**src/rtl/dma_pkg.sv**
```systemverilog
// ==== dma_pkg : shared types and widths for the CPU-to-bus DMA block ====
// ==== Rev 1.0 ====
`default_nettype none

package dma_pkg;

  localparam int ADDR_W = 32;
  localparam int DATA_W = 32;

  typedef enum logic [1:0] {
    IDLE = 2'd0,
    REQ  = 2'd1,
    XFER = 2'd2,
    ERR  = 2'd3
  } dma_state_t;

  typedef struct packed {
    logic [ADDR_W-1:0] addr;
    logic [DATA_W-1:0] data;
  } dma_entry_t;

endpackage

`default_nettype wire

```
**src/rtl/cpu_bus_dma_if.sv**
```systemverilog
// ==== cpu_bus_dma_if : CPU posting side plus system-bus handshake ====
// ==== Rev 1.0 ====
`default_nettype none

interface cpu_bus_dma_if;
  import dma_pkg::*;

  logic              en;
  logic [ADDR_W-1:0] memAddr;
  logic [DATA_W-1:0] memDataOut;
  logic              halt;
  logic              ack;
  logic              nextTransaction;
  logic [1:0]        Interrupt;
  logic              bus_req;
  logic              bus_gnt;
  logic [ADDR_W-1:0] bus_addr;
  logic [DATA_W-1:0] bus_data;
  logic              bus_wr;
  logic              bus_ack;

  modport slave (
    input  en, memAddr, memDataOut, halt, ack, bus_gnt, bus_ack,
    output nextTransaction, Interrupt, bus_req, bus_addr, bus_data, bus_wr
  );

  modport master (
    output en, memAddr, memDataOut, halt, ack, bus_gnt, bus_ack,
    input  nextTransaction, Interrupt, bus_req, bus_addr, bus_data, bus_wr
  );

endinterface

`default_nettype wire

```
**src/rtl/dma_fifo.sv**
```systemverilog
// ==== dma_fifo : synchronous entry FIFO, power-of-2 depth, async reset ====
// ==== Rev 1.0 ====
`default_nettype none

module dma_fifo
  import dma_pkg::*;
#(
  parameter int DEPTH = 4
) (
  input  logic                   clk,
  input  logic                   rst,
  input  logic                   push_i,
  input  dma_entry_t             din_i,
  input  logic                   pop_i,
  output dma_entry_t             dout_o,
  output logic                   full_o,
  output logic                   empty_o,
  output logic [$clog2(DEPTH):0] count_o
);

  localparam int AW = $clog2(DEPTH);
  localparam int CW = AW + 1;

  dma_entry_t      mem_q [DEPTH];
  logic [AW-1:0]   wr_ptr_q;
  logic [AW-1:0]   rd_ptr_q;
  logic [CW-1:0]   count_q;
  logic            push_ok;
  logic            pop_ok;

  assign full_o  = (count_q == CW'(DEPTH));
  assign empty_o = (count_q == '0);
  assign push_ok = push_i && !full_o;
  assign pop_ok  = pop_i && !empty_o;

  // Pointers are exactly log2(DEPTH) wide so they wrap without compare logic.
  always_ff @(posedge clk or posedge rst) begin
    if (rst) begin
      wr_ptr_q <= '0;
      rd_ptr_q <= '0;
      count_q  <= '0;
    end else begin
      if (push_ok) wr_ptr_q <= wr_ptr_q + 1'b1;
      if (pop_ok)  rd_ptr_q <= rd_ptr_q + 1'b1;
      case ({push_ok, pop_ok})
        2'b10:   count_q <= count_q + 1'b1;
        2'b01:   count_q <= count_q - 1'b1;
        default: count_q <= count_q;
      endcase
    end
  end

  always_ff @(posedge clk) begin
    if (push_ok) mem_q[wr_ptr_q] <= din_i;
  end

  assign dout_o  = mem_q[rd_ptr_q];
  assign count_o = count_q;

endmodule

`default_nettype wire

```
**src/rtl/cpu_bus_dma.sv**
```systemverilog
// ==== cpu_bus_dma : replays CPU-posted writes onto a req/gnt/ack bus ====
// ==== Rev 1.0 ====
`default_nettype none

module cpu_bus_dma
  import dma_pkg::*;
#(
  parameter int DEPTH   = 4,
  parameter int TIMEOUT = 64
) (
  input  logic         clk,
  input  logic         rst,
  cpu_bus_dma_if.slave bus
);

  localparam int CW = $clog2(DEPTH) + 1;
  localparam int TW = $clog2(TIMEOUT);

  localparam logic [1:0] S_IDLE = IDLE;
  localparam logic [1:0] S_REQ  = REQ;
  localparam logic [1:0] S_XFER = XFER;
  localparam logic [1:0] S_ERR  = ERR;

  logic [1:0]    state_q, state_d;
  logic [TW-1:0] timer_q, timer_d;
  logic [1:0]    irq_q, irq_d;
  logic          drained_q, drained_d;

  logic          fifo_full, fifo_empty;
  logic [CW-1:0] fifo_count;
  logic          push, pop, drop, set_drain, xfer;
  dma_entry_t    wr_entry, head;

  assign wr_entry = {bus.memAddr, bus.memDataOut};
  assign push     = bus.en && !fifo_full;
  assign drop     = bus.en && fifo_full;
  assign pop      = (state_q == S_XFER && bus.bus_ack) || (state_q == S_ERR);
  assign xfer     = (state_q == S_XFER);

  dma_fifo #(.DEPTH(DEPTH)) u_fifo (
    .clk     (clk),
    .rst     (rst),
    .push_i  (push),
    .din_i   (wr_entry),
    .pop_i   (pop),
    .dout_o  (head),
    .full_o  (fifo_full),
    .empty_o (fifo_empty),
    .count_o (fifo_count)
  );

  always_comb begin
    state_d = state_q;
    timer_d = timer_q;
    case (state_q)
      S_IDLE: if (!fifo_empty) state_d = S_REQ;
      S_REQ: begin
        if (bus.bus_gnt) begin
          state_d = S_XFER;
          timer_d = '0;
        end
      end
      S_XFER: begin
        if (bus.bus_ack)                        state_d = (fifo_count > CW'(1)) ? S_REQ : S_IDLE;
        else if (timer_q == TW'(TIMEOUT - 1))   state_d = S_ERR;
        else                                    timer_d = timer_q + 1'b1;
      end
      S_ERR:   state_d = S_IDLE;
      default: state_d = S_IDLE;
    endcase
  end

  // drained_q blocks a second drain interrupt until halt has been released once.
  assign set_drain = bus.halt && fifo_empty && (state_q == S_IDLE) && !irq_q[0] && !drained_q;

  always_comb begin
    irq_d = irq_q;
    if (bus.ack)                       irq_d    = 2'b00;
    if (set_drain)                     irq_d[0] = 1'b1;
    if (drop || (state_q == S_ERR))    irq_d[1] = 1'b1;
    drained_d = drained_q;
    if (!bus.halt)      drained_d = 1'b0;
    else if (set_drain) drained_d = 1'b1;
  end

  always_ff @(posedge clk or posedge rst) begin
    if (rst) begin
      state_q   <= S_IDLE;
      timer_q   <= '0;
      irq_q     <= 2'b00;
      drained_q <= 1'b0;
    end else begin
      state_q   <= state_d;
      timer_q   <= timer_d;
      irq_q     <= irq_d;
      drained_q <= drained_d;
    end
  end

  assign bus.nextTransaction = !fifo_full;
  assign bus.Interrupt       = irq_q;
  assign bus.bus_req         = (state_q == S_REQ) || xfer;
  assign bus.bus_wr          = xfer;
  assign bus.bus_addr        = xfer ? head.addr : '0;
  assign bus.bus_data        = xfer ? head.data : '0;

endmodule

`default_nettype wire

```
**src/flat_wrapper.sv**
```systemverilog
// flat-port wrapper written by rule: the top's interface ports become plain ports
module cpu_bus_dma_flat import dma_pkg::*;
#(
  parameter int DEPTH   = 4,
  parameter int TIMEOUT = 64
)
  (clk, rst, bus_en, bus_memAddr, bus_memDataOut, bus_halt, bus_ack, bus_bus_gnt, bus_bus_ack, bus_nextTransaction, bus_Interrupt, bus_bus_req, bus_bus_addr, bus_bus_data, bus_bus_wr);
  cpu_bus_dma_if bus_i ();
  input  logic clk;
  input  logic rst;
  input wire logic [$bits(bus_i.en)-1:0] bus_en;
  input wire logic [$bits(bus_i.memAddr)-1:0] bus_memAddr;
  input wire logic [$bits(bus_i.memDataOut)-1:0] bus_memDataOut;
  input wire logic [$bits(bus_i.halt)-1:0] bus_halt;
  input wire logic [$bits(bus_i.ack)-1:0] bus_ack;
  input wire logic [$bits(bus_i.bus_gnt)-1:0] bus_bus_gnt;
  input wire logic [$bits(bus_i.bus_ack)-1:0] bus_bus_ack;
  output wire logic [$bits(bus_i.nextTransaction)-1:0] bus_nextTransaction;
  output wire logic [$bits(bus_i.Interrupt)-1:0] bus_Interrupt;
  output wire logic [$bits(bus_i.bus_req)-1:0] bus_bus_req;
  output wire logic [$bits(bus_i.bus_addr)-1:0] bus_bus_addr;
  output wire logic [$bits(bus_i.bus_data)-1:0] bus_bus_data;
  output wire logic [$bits(bus_i.bus_wr)-1:0] bus_bus_wr;
  assign bus_i.en = bus_en;
  assign bus_i.memAddr = bus_memAddr;
  assign bus_i.memDataOut = bus_memDataOut;
  assign bus_i.halt = bus_halt;
  assign bus_i.ack = bus_ack;
  assign bus_i.bus_gnt = bus_bus_gnt;
  assign bus_i.bus_ack = bus_bus_ack;
  assign bus_nextTransaction = bus_i.nextTransaction;
  assign bus_Interrupt = bus_i.Interrupt;
  assign bus_bus_req = bus_i.bus_req;
  assign bus_bus_addr = bus_i.bus_addr;
  assign bus_bus_data = bus_i.bus_data;
  assign bus_bus_wr = bus_i.bus_wr;
  cpu_bus_dma #(.DEPTH(DEPTH), .TIMEOUT(TIMEOUT)) u_core (.clk(clk), .rst(rst), .bus(bus_i));
endmodule
```
**config.mk**
```make
export PLATFORM = sky130hd
export DESIGN_NAME = cpu_bus_dma_flat
export DESIGN_NICKNAME = d
export VERILOG_FILES = /design/src/rtl/dma_pkg.sv /design/src/rtl/cpu_bus_dma_if.sv /design/src/rtl/dma_fifo.sv /design/src/rtl/cpu_bus_dma.sv /design/src/flat_wrapper.sv
export SDC_FILE = /design/constraint.sdc
export NUM_CORES = 1
export LEC_CHECK = 0
export BUFFER_PORTS_ARGS = -buffer_cell sky130_fd_sc_hd__buf_2
export CAP_MARGIN = 15
export CORE_ASPECT_RATIO = 1.1
export CORE_MARGIN = 2
export CORE_UTILIZATION = 52
export DETAILED_ROUTE_END_ITERATION = 16
export PLACE_DENSITY = 0.76
export SYNTH_ARGS = -nofsm -noshare
export SYNTH_HDL_FRONTEND = slang
export SYNTH_SLANG_ARGS = --single-unit
export TNS_END_PERCENT = 10
```
**constraint.sdc**
```tcl
create_clock -name clk -period 2.7 [get_ports clk]
set_clock_uncertainty 0.05 [all_clocks]
set_input_delay 0.135 -clock clk [delete_from_list [all_inputs] [get_ports clk]]
set_output_delay 0.135 -clock clk [all_outputs]
set_load 0.02 [all_outputs]
```
**Word level (Yosys, flattened, before mapping)**

Memories as Yosys holds them, arrays and structs flattened.
Index checks and enable logic that the tools add are counted.

- Bits in registers: 18
- Bits in latches: 0
- RAM bits: 256
- Memory bits (read-only): 0
- Bits of input ports: 71
- Output and inout port bits: 69
- Word-level logic and storage cells: 72
- Memories: 1

Memories:

| name | depth | width | rd ports | clocked after memory_dff | wr ports | line | RTL |
|---|---|---|---|---|---|---|---|
| u_core.u_fifo.mem_q | 4 | 64 | 1 | 0 | 1 | dma_fifo.sv:24 | `dma_entry_t mem_q [DEPTH];` |

- Add/subtract/negate cells: 5
- $mul: 0
- Divide/modulo/power cells: 0
- Order comparisons: 1
- Equality and inequality tests: 13
- Shifts and indexed selects: 0
- Muxes and demuxes: 20
- Bitwise gates (word level): 0
- Reduce and logical (&&, ||, !) cells: 24

Operator list:

| cell | number |
|---|---|
| two-way mux 32 bit | 2 |
| two-way mux 6 bit | 3 |
| one-hot mux 6 bit (2 select lines) | 1 |
| two-way mux 2 bit | 5 |
| logical AND 1 bit | 9 |
| != test 2 bit, second input constant | 4 |
| one-hot mux 2 bit (4 select lines) | 1 |
| nonzero test 2 bit | 4 |
| two-way mux 1 bit | 7 |
| adder 6 x 1 -> 6 bit, second input constant | 1 |
| equality test 2 bit, second input constant | 3 |
| equality test 6 bit, second input constant | 1 |
| one-hot mux 3 bit (2 select lines) | 1 |
| adder 2 x 1 -> 2 bit, second input constant | 2 |
| equality test 2 x 1 -> 1 bit, second input constant | 2 |
| logical NOT 1 bit | 4 |
| AND reduction 4 bit | 1 |
| adder 3 x 1 -> 3 bit, second input constant | 1 |
| equality test 3 bit, second input constant | 1 |
| greater-than comparator 3 x 1 -> 1 bit, second input constant | 1 |
| logical NOT 3 bit | 1 |
| logical OR 1 bit | 3 |
| != test 3 bit, second input constant | 1 |
| AND reduction 3 bit | 1 |
| other kinds (3) | 3 |

**Depth between registers and ports, before layout**

Gate-level depths: netlist of run 1.

- Word-level depth: 7
- Gate-level depth with buffers: 9
- Gate-level depth less buffers: 9

**Modules after synthesis**

A second synthesis of run 1 with hierarchy kept.

- Cells, all modules: 523
- Area, all modules: 10,824.1 um2

Modules (own cells, without submodules):

| module | times used | cells each | area each (um2) | sequential area each (um2) |
|---|---|---|---|---|
| dma_fifo | 1 | 372 | 9,659.3 | 7,862.5 |
| cpu_bus_dma | 1 | 151 | 1,164.9 | 275.3 |

**Least setup slack after synthesis of run 1**

No wires, ideal clock.

- Kind: register -> register
- Start: reg u_core.u_fifo.count_q[0] (netlist: u_core.u_fifo.count_o[0])
- End: mem u_core.u_fifo.mem_q[0][0] in the netlist's numbering, enable pin
- Library setup time: 0.429 ns
- Arrival time: 2.521 ns
- Required time: 2.221 ns
- Setup slack: -0.300 ns
- Cell stages (with the launch flop): 5
- Path buffers: 0
- Period minus slack after synthesis: 3.000 ns
- Cells stage by stage: dfrtp_1 -> inv_1 -> ha_1 -> nand2_1 -> and3_1

- Longest elaborated chain between the ends: 6

RTL lines:

| element | line | RTL |
|---|---|---|
| from (decl) | dma_fifo.sv:27 | `logic [CW-1:0] count_q;` |
| from (signal assigned) | dma_fifo.sv:46 | `2'b10: count_q <= count_q + 1'b1;` |
| from (signal assigned) | dma_fifo.sv:47 | `2'b01: count_q <= count_q - 1'b1;` |
| from (signal assigned) | dma_fifo.sv:48 | `default: count_q <= count_q;` |
| equality test 3 bit * | dma_fifo.sv:31 | `assign full_o = (count_q == CW'(DEPTH));` |
| logical NOT 1 bit * | n/a |  |
| net bus_nextTransaction | flat_wrapper.sv:18 | `output wire logic [$bits(bus_i.nextTransaction)-1:0] bus_nextTransaction;` |
| logical AND 1 bit | cpu_bus_dma.sv:35 | `assign push = bus.en && !fifo_full;` |
| logical AND 1 bit * | dma_fifo.sv:33 | `assign push_ok = push_i && !full_o;` |
| two-way mux 1 bit * | dma_fifo.sv:54 | `if (push_ok) mem_q[wr_ptr_q] <= din_i;` |
| two-way mux 1 bit (implied by the code) * | dma_fifo.sv:54 |  |
| to (decl) | dma_fifo.sv:24 |  |

Mark *: on every way through the listed nets, which the timed path passes. The rest lies on a longest branch.

**Worst setup path after layout of run 1**

- Start: reg u_core.u_fifo.rd_ptr_q[0]
- End: out bus_bus_addr[20]

- Longest elaborated chain between the ends: 2

RTL lines:

| element | line | RTL |
|---|---|---|
| from (decl) | dma_fifo.sv:26 | `logic [AW-1:0] rd_ptr_q;` |
| from (signal assigned) | dma_fifo.sv:44 | `if (pop_ok) rd_ptr_q <= rd_ptr_q + 1'b1;` |
| memory read (4 x 64 bit) | n/a |  |
| two-way mux 32 bit | cpu_bus_dma.sv:104 | `assign bus.bus_addr = xfer ? head.addr : '0;` |
| to (decl) | flat_wrapper.sv:21 | `output wire logic [$bits(bus_i.bus_addr)-1:0] bus_bus_addr;` |

Every way passes these cells.

==> results of run 1 <==
## critical path, stage by stage (launching register included)
cell and delay [ns]:
dfrtp_4 0.58, buf_12 0.28, mux4_2 0.56, and2_1 0.21
buf_2 0.17
## registers in the layout, indices dropped and copies added (netlist names)
register                count
u_core.u_fifo.wr_ptr_q      2
u_core.timer_q              6
u_core.u_fifo.mem_q       256
u_core.drained_q            1
u_core.u_fifo.rd_ptr_q      2
u_core.bus.Interrupt        2
u_core.u_fifo.count_o       3
u_core.state_q              2
## final cells by class
cell class	count	share of cell area [%]
timing repair buffer	220	11.8
antenna	1	0.0187
clock inverter	10	0.597
clock buffer	38	5.65
multi-input combinational	212	18.5
tap	256	2.39
sequential	274	60.8
inverter	11	0.308
## power by group through the flow
stage | registers [mW] | clock network, mW | logic, mW
after floorplan | 5.86 | 0 | 2.96
after global placement | 5.96 | 0 | 3.97
after detailed placement | 6.03 | 0 | 4.03
after CTS | 5.96 | 3.56 | 4.14
after global routing | 6.02 | 3.72 | 4.43
final | 5.95 | 3.48 | 4.08
## cell families after synthesis
family                   Yosys count
flip-flops                       274
AND/OR/NAND/NOR                   98
AO/OA/AOI/OAI                     23
multiplexers                      68
adder cells (fa/ha/maj)           15
buffers and inverters             33
XOR/XNOR                           8
## metrics by stage
stage	instance area (um2)	instances	power, mW
after floorplan	10800	519	8.83
after global placement	11900	904	9.93
after detailed placement	11900	904	10.1
after CTS	13400	1021	13.7
after global routing	13400	1022	14.2
final	13400	1022	13.5
## per-layer routing
| metal | routed length [um] | track usage [%] | vias to the layer above |
|---|---|---|---|
| met5 | 0 | 0 | - |
| met1 | 8570 | 25.7 | 2869 |
| met3 | 1200 | 3.57 | 36 |
| met4 | 492 | 5.48 | 0 |
| li1 | - | - | 2519 |
| met2 | 11300 | 35.4 | 186 |
## synthesized netlist by cell type, drive strengths merged, types with 2 or more instances
cell type,n
clkbuf,8
mux2i,4
nand2,10
dfrtp,18
ha,15
a21oi,4
mux4,64
and3,5
inv,11
o2bb2ai,3
nand3,4
o21ai,8
xor2,2
buf,14
nor2,8
xnor2,6
edfxtp,256
nor2b,3
and2,65
## how the worst min path moves through the flow
stage                                    endpoint  depth (start not counted)         from  slack [ns]
after global routing            u_core.state_q[0]                          4  bus_bus_ack        0.07
after global placement          u_core.timer_q[4]                          2          rst        0.22
final                           u_core.state_q[0]                          4  bus_bus_ack        0.02
after CTS                       u_core.state_q[0]                          4  bus_bus_ack        0.02
after floorplan           u_core.bus.Interrupt[0]                          1          rst        0.02
after detailed placement        u_core.timer_q[4]                          2          rst        0.24
## repair_timing
action / 4_1_cts / 5_1_grt
setup buffers: 0 / 0
endpoints found under the setup margin: 0 / 17
hold endpoints to repair: 277 / 0
resized for setup: 0 / 1
hold buffers: 69 / 0
==> results.md, run 1 <==
- Status: complete, no violations
- Clk_lat worst skew: ~0.51 ns
- Worst slew pin tran: between 0.7 and 0.8 ns
- Max VDD drop: 0.000826 V
- Worst slew margin: 51.3%
- Mapped Avg Cell Area: between 20 and 25 um2
- Fillers: 1,358
- Seq. cell area: 0.00815 mm2
- CTS tree: built
- Startpoint types: flop
- Multiplexer share of the synthesized area: approximately 14%
- Adder-cell share of the synthesized area: 1.74%
- Longest Clk Path Bufs: 3
- Initial Util: between 50% and 60%
- Residual DRC count: 0
- Die H: roughly 150 um
- Syn Std Cell Area: around 0.011 mm2
- Final Wtd Congestion: 0.737
- Fin. Hold Viols: 0
- Via total after detailed routing: about 5,600
- WS Path Type: reg2out
- H-Tree Depth: 1
- Ys Warns: 0
- Top FF cell, synth: edfxtp_1
- WL final: about 22,000 um
- FF-to-FF path depth: 5
- Slew Limit Fails: 0
- Initial DRC Count: 403
- TritonCTS buffer count: 27
- Core region area: 0.0204 mm2
- Gr usage total: about a fifth
- Avg WL per Cell: between 20 and 25 um
- Hold Slack: between 0.02 and 0.025 ns
- Port bufs: ~140
- I/O pin count: 140
- Commonest cells after routing, fill and taps aside: 256 x edfxtp_1, 139 x buf_2, 69 x dlygate4sd3_1
- Cell-internal power: 9.51 mW
- XOR/XNOR Fraction of Synth Area: less than 1%
- Die W: between 100 and 150 um
- Worst Path Required: ~2.5 ns
- Site row count: 55
- Combinational share of power: around 30%
- Remaining antenna violation count after routing: 0
- Vias in the first global route: around 6,200
- Clock sinks: roughly 270
- Post-synth EDFFs: ~260
- Share of the synthesized area in the top cell type: a little under three quarters
- Sw Ratio: between 20 and 30%
- Setup WS pre-CTS: ~0.6 ns
- RSZ-0062 raised after global routing: no
- Commonest non-fill, non-tap cell in the layout: edfxtp_1
- Vias per std cell: approximately 5.5
- CP Max Fanout: 27
- Async SR Flop Fraction: between 6 and 7%
- Root buf cell: clkbuf_16
- R2r endpoint: u_core.u_fifo.mem_q[3][21]
- Clock slew at reported path FFs: 0.06 ns
- Critical Path AT: roughly 2.3 ns
- Final min period: roughly 2.5 ns
- Footprint of the multi-input gates: around 0.0025 mm2
- R2R Path Start: u_core.u_fifo.count_o[0]
- Setup crit start: u_core.u_fifo.rd_ptr_q[0]
- HPWL Detailed: between 10,000 and 15,000 um
- Reg2Reg Setup Slack: between 0.6 and 0.7 ns
- Sequential-to-total area share from yosys stat: 75.5%
- Crit path to: bus_bus_addr[20]
- Fmax: ~400 MHz
- Worst hold path type: in2reg
- Net switching power: 4.00 mW
- Share of layout cells above drive strength 1: approximately a third
- Leading area contributor after synthesis: edfxtp_1
- Total gr overflow: 0
- Simple-gate portion of the synthesized area: about 5.3%
- Die Area: between 0.02 and 0.025 mm2
- Setup ws final: around 0.18 ns
- Gate Count Post-Synth: slightly above 500
- Area Overhead vs Synth: 24.5%
- Final Core Density: between 60% and 70%
- Max-cap violations: 0
- DRT Pass-1 Iters: 7
- Lkg Pwr: ~4.9 nW
- Initial antenna violation count: 1
- Global-route wire length before repair: 33,600 um
- CP Capture Type: primary output
- Clock power share: 25.8%
- Final setup vio count: 0
- Power per cell area: between 1000 and 1500 mW/mm2
- Setup TNS: 0 ns
- Synthesis-stage register bit count: 274
- Area contributors post-synth: edfxtp_1 71%, mux4_2 13%, dfrtp_1 4.2%
- Pin count of the biggest net entering global routing: 65
- Post-synthesis compound-gate area fraction: 1.39%
- Sequential group share of total power: 44.0%
- Nets: 832
- Final period util: 93.2%
- Largest family of logic cells by synthesized area: multiplexers
- Netlist cell types: 32
- Nets in the synthesized netlist: 605
(Power assumes the default switching activity.)
==> run 2, diff against run 1 <==
CORE_UTILIZATION = 57   (was 52)
PLACE_DENSITY = 0.79   (was 0.76)
clock period = 2.65 ns   (was 2.7 ns; I/O delays follow)
==> run 2 against run 1 <==
  * Sequential cell count did not move
  * Non-clock buffer count rose by 8
  * Critical path depth unchanged
  * Clock power increased by 9.5%
  * Routed wire length shrank 3.2%
  * First-iteration DRC count fell by 33%
  * Register-to-register slack got worse by 0.02 ns
  * Sequential share of layout area down 0.46 points
  * Final cell count fell by 0.20%
  * Via count up 1.6%
==> results.md, run 2 (same netlist as run 1, synthesis figures left out) <==
- Status: complete, no violations
- Ant diodes: 0 (-1)
- Avg WL per Cell: 20.4 um (-3.0%)
- H-Tree Depth: 1 (unchanged)
- Fillers: 1,132 (-17%)
- Residual DRC count: 0 (unchanged)
- Area Overhead vs Synth: 25.4%
- Vias in the first global route: 6,249 (+1.2%)
- Initial DRC Count: 271 (-33%)
- Core region area: 0.0185 mm2 (-9.6%)
- WL final: 20,900 um (-3.2%)
- WS Path Type: reg2out
- Area after DPL: 0.0118 mm2 (-0.20%)
- Clock slew at reported path FFs: 0.06 ns (about the same)
- Fmax: slightly above 400 MHz
- Initial antenna violation count: 0 (-1)
- Lkg Pwr: 4.96 nW (+1.2%)
- Slew Limit Fails: 0 (unchanged)
- Fin. Hold Viols: 0 (unchanged)
- Setup TNS: 0 ns (unchanged)
- Clock power share: 27.0% (+1.2 points)
- Max-cap violations: 0 (unchanged)
- Remaining antenna violation count after routing: 0 (unchanged)
- Clock sinks: 274 (unchanged)
- Max VDD drop: 0.000713 V (-14%)
- Worst hold path type: in2reg
- DP Cell Count: 892 (-1.3%)
- Site row count: 52 (-5.5%)
- Root buf cell: clkbuf_16
- Crit path largest cell delay: 0.56 ns (-0.02 ns)
- CTS tree: built
- Critical Path AT: 2.24 ns (-0.09 ns)
- Final setup vio count: 0 (unchanged)
- DRT Pass-1 Iters: 5 (-2)
- Largest register FFs: 256 (unchanged)
- Combinational share of power: 30.1% (about the same)
- Setup ws final: 0.229 ns (+0.0457 ns)
- Startpoint types: flop
- Via total after detailed routing: 5,699 (+1.6%)
- Commonest cells after routing, fill and taps aside: 256 x edfxtp_1, 139 x buf_2, 69 x dlygate4sd3_1
- Footprint of the multi-input gates: 0.00248 mm2 (unchanged)
- Commonest non-fill, non-tap cell in the layout: edfxtp_1
- HPWL Detailed: 11,800 um (-6.6%)
- CP Max Fanout: 12 (-56%)
- Power per cell area: 1040 mW/mm2 (+3.5%)
- Worst slew pin tran: 0.665 ns (-0.0650 ns)
- Vias per std cell: 5.59 (+1.8%)
- Pin count of the biggest net entering global routing: 65 (unchanged)
- Sw Ratio: 29.6% (about the same)
- CTS resizes: 0 (unchanged)
- Port bufs: 139 (unchanged)
- Worst Path Required: 2.47 ns (-0.05 ns)
- Die H: 148 um (-4.4%)
- CP cell instances: buf_4 > mux4_2 > and2_1 > buf_2
- Clk_lat worst skew: 0.52 ns (about the same)
- Sequential group share of total power: 42.8% (-1.2 points)
- Largest Register: u_core.u_fifo.mem_q
- Global-route wire length before repair: 32,700 um (-2.4%)
- Die W: 135 um (-4.4%)
- Nets: 841 (+1.1%)
- Final Wtd Congestion: 0.790 (+7.2%)
- Post-layout instance area: 0.0135 mm2 (+0.73%)
- Gr usage total: 21.3% (+1.3 points)
- Net switching power: 4.17 mW (+4.3%)
- TritonCTS buffer count: 28 (+3.7%)
- Final min period: approximately 2.4 ns
- Final period util: 91.3%
- Setup WS pre-CTS: 0.567 ns (-0.0393 ns)
- RSZ-0062 raised after global routing: no
- Share of layout cells above drive strength 1: 35.3% (+0.88 points)
- Cell-internal power: 9.93 mW (+4.3%)
- Crit path max-delay cell type: dfrtp_4
- Initial Util: 58.3% (+5.6 points)
- Layout Cells excl Fill: 1,020 (-0.20%)
- Longest Clk Path Bufs: 3 (unchanged)
- Worst slew margin: 55.7% (+4.3 points)
- I/O pin count: 140 (unchanged)
- Total gr overflow: 0 (unchanged)
- Seq. cell area: 0.00814 mm2 (about the same)
- CP Capture Type: primary output
- Die Area: 0.0200 mm2 (-8.5%)
==> run 2: cell types whose count changed in the layout (fill, tap and decap cells not counted), moves of 2 or more <==
| cell | change |
|---|---|
| buf_4 | +10 |
| clkbuf_8 | -3 |
| clkinv_1 | +3 |
| clkinvlp_4 | +3 |
| clkbuf_1 | -2 |
| clkbuf_16 | +2 |
| clkinv_2 | -2 |
==> run 2: layout make-up <==
type | instances | area share (%)
Inverter | 11 | 0.306
Sequential cell | 274 | 60.3
Clock inverter | 17 | 1.14
Clock buffer | 35 | 5.62
Timing Repair Buffer | 228 | 12.0
Multi-Input combinational cell | 212 | 18.4
Tap cell | 243 | 2.25
==> run 2: through the flow <==
step | utilization (%) | power [mW] | hold WS [ns]
2_1_floorplan | - | 8.99 | 0.0211
3_3_place_gp | 64.1 | 10.1 | 0.209
3_5_place_dp | 64.1 | 10.2 | 0.217
4_1_cts | 72.8 | 14.1 | 0.0286
5_1_grt | 73.1 | 14.7 | 0.0507
6_report | 73.1 | 14.1 | 0.0430
==> run 2: routing by layer <==
layer  vias up  GRT usage [%]  share of wire [%]
met5         -              0                  0
met4         0           5.42                1.3
met2       205           37.4                 52
met3        22           3.82                6.5
met1      2919           27.8                 40
li1       2553              -                  -
==> run 2: path summary, 6_finish.rpt <==
kind / start / endpoint / slack, ns / cells past startpoint
max: u_core.u_fifo.rd_ptr_q[0] / bus_bus_data[10] / 0.23 / 4
min: bus_bus_ack / u_core.state_q[0] / 0.04 / 4
max reg2reg: u_core.state_q[0] / u_core.u_fifo.count_o[2] / 0.60 / 8
min reg2reg: u_core.drained_q / u_core.drained_q / 0.45 / 1
max in group asynchronous: rst / u_core.u_fifo.rd_ptr_q[0] / 1.86 / 3
min in group asynchronous: rst / u_core.timer_q[4] / 0.20 / 3
==> run 2: repair_timing <==
item	4_1_cts	5_1_grt
endpoints found under the setup margin	0	25
hold endpoints to repair	277	0
buffers inserted	0	7
hold buffers	69	0
==> run 2: power groups by stage <==
stage | registers, mW | clock network (mW) | logic [mW]
6_report | 6.04 | 3.81 | 4.25
5_1_grt | 6.11 | 4.02 | 4.60
4_1_cts | 6.09 | 3.86 | 4.20
3_5_place_dp | 6.17 | 0 | 4.08
3_3_place_gp | 6.09 | 0 | 4.01
2_1_floorplan | 5.98 | 0 | 3.02
==> run 2: worst max-delay path: cells and delay by family, from the launching register on <==
| family | cells | cell delay [ns] |
|---|---|---|
| mux | 1 | 0.54 |
| simple gates | 1 | 0.17 |
| flops | 1 | 0.56 |
| buf+inv | 2 | 0.44 |
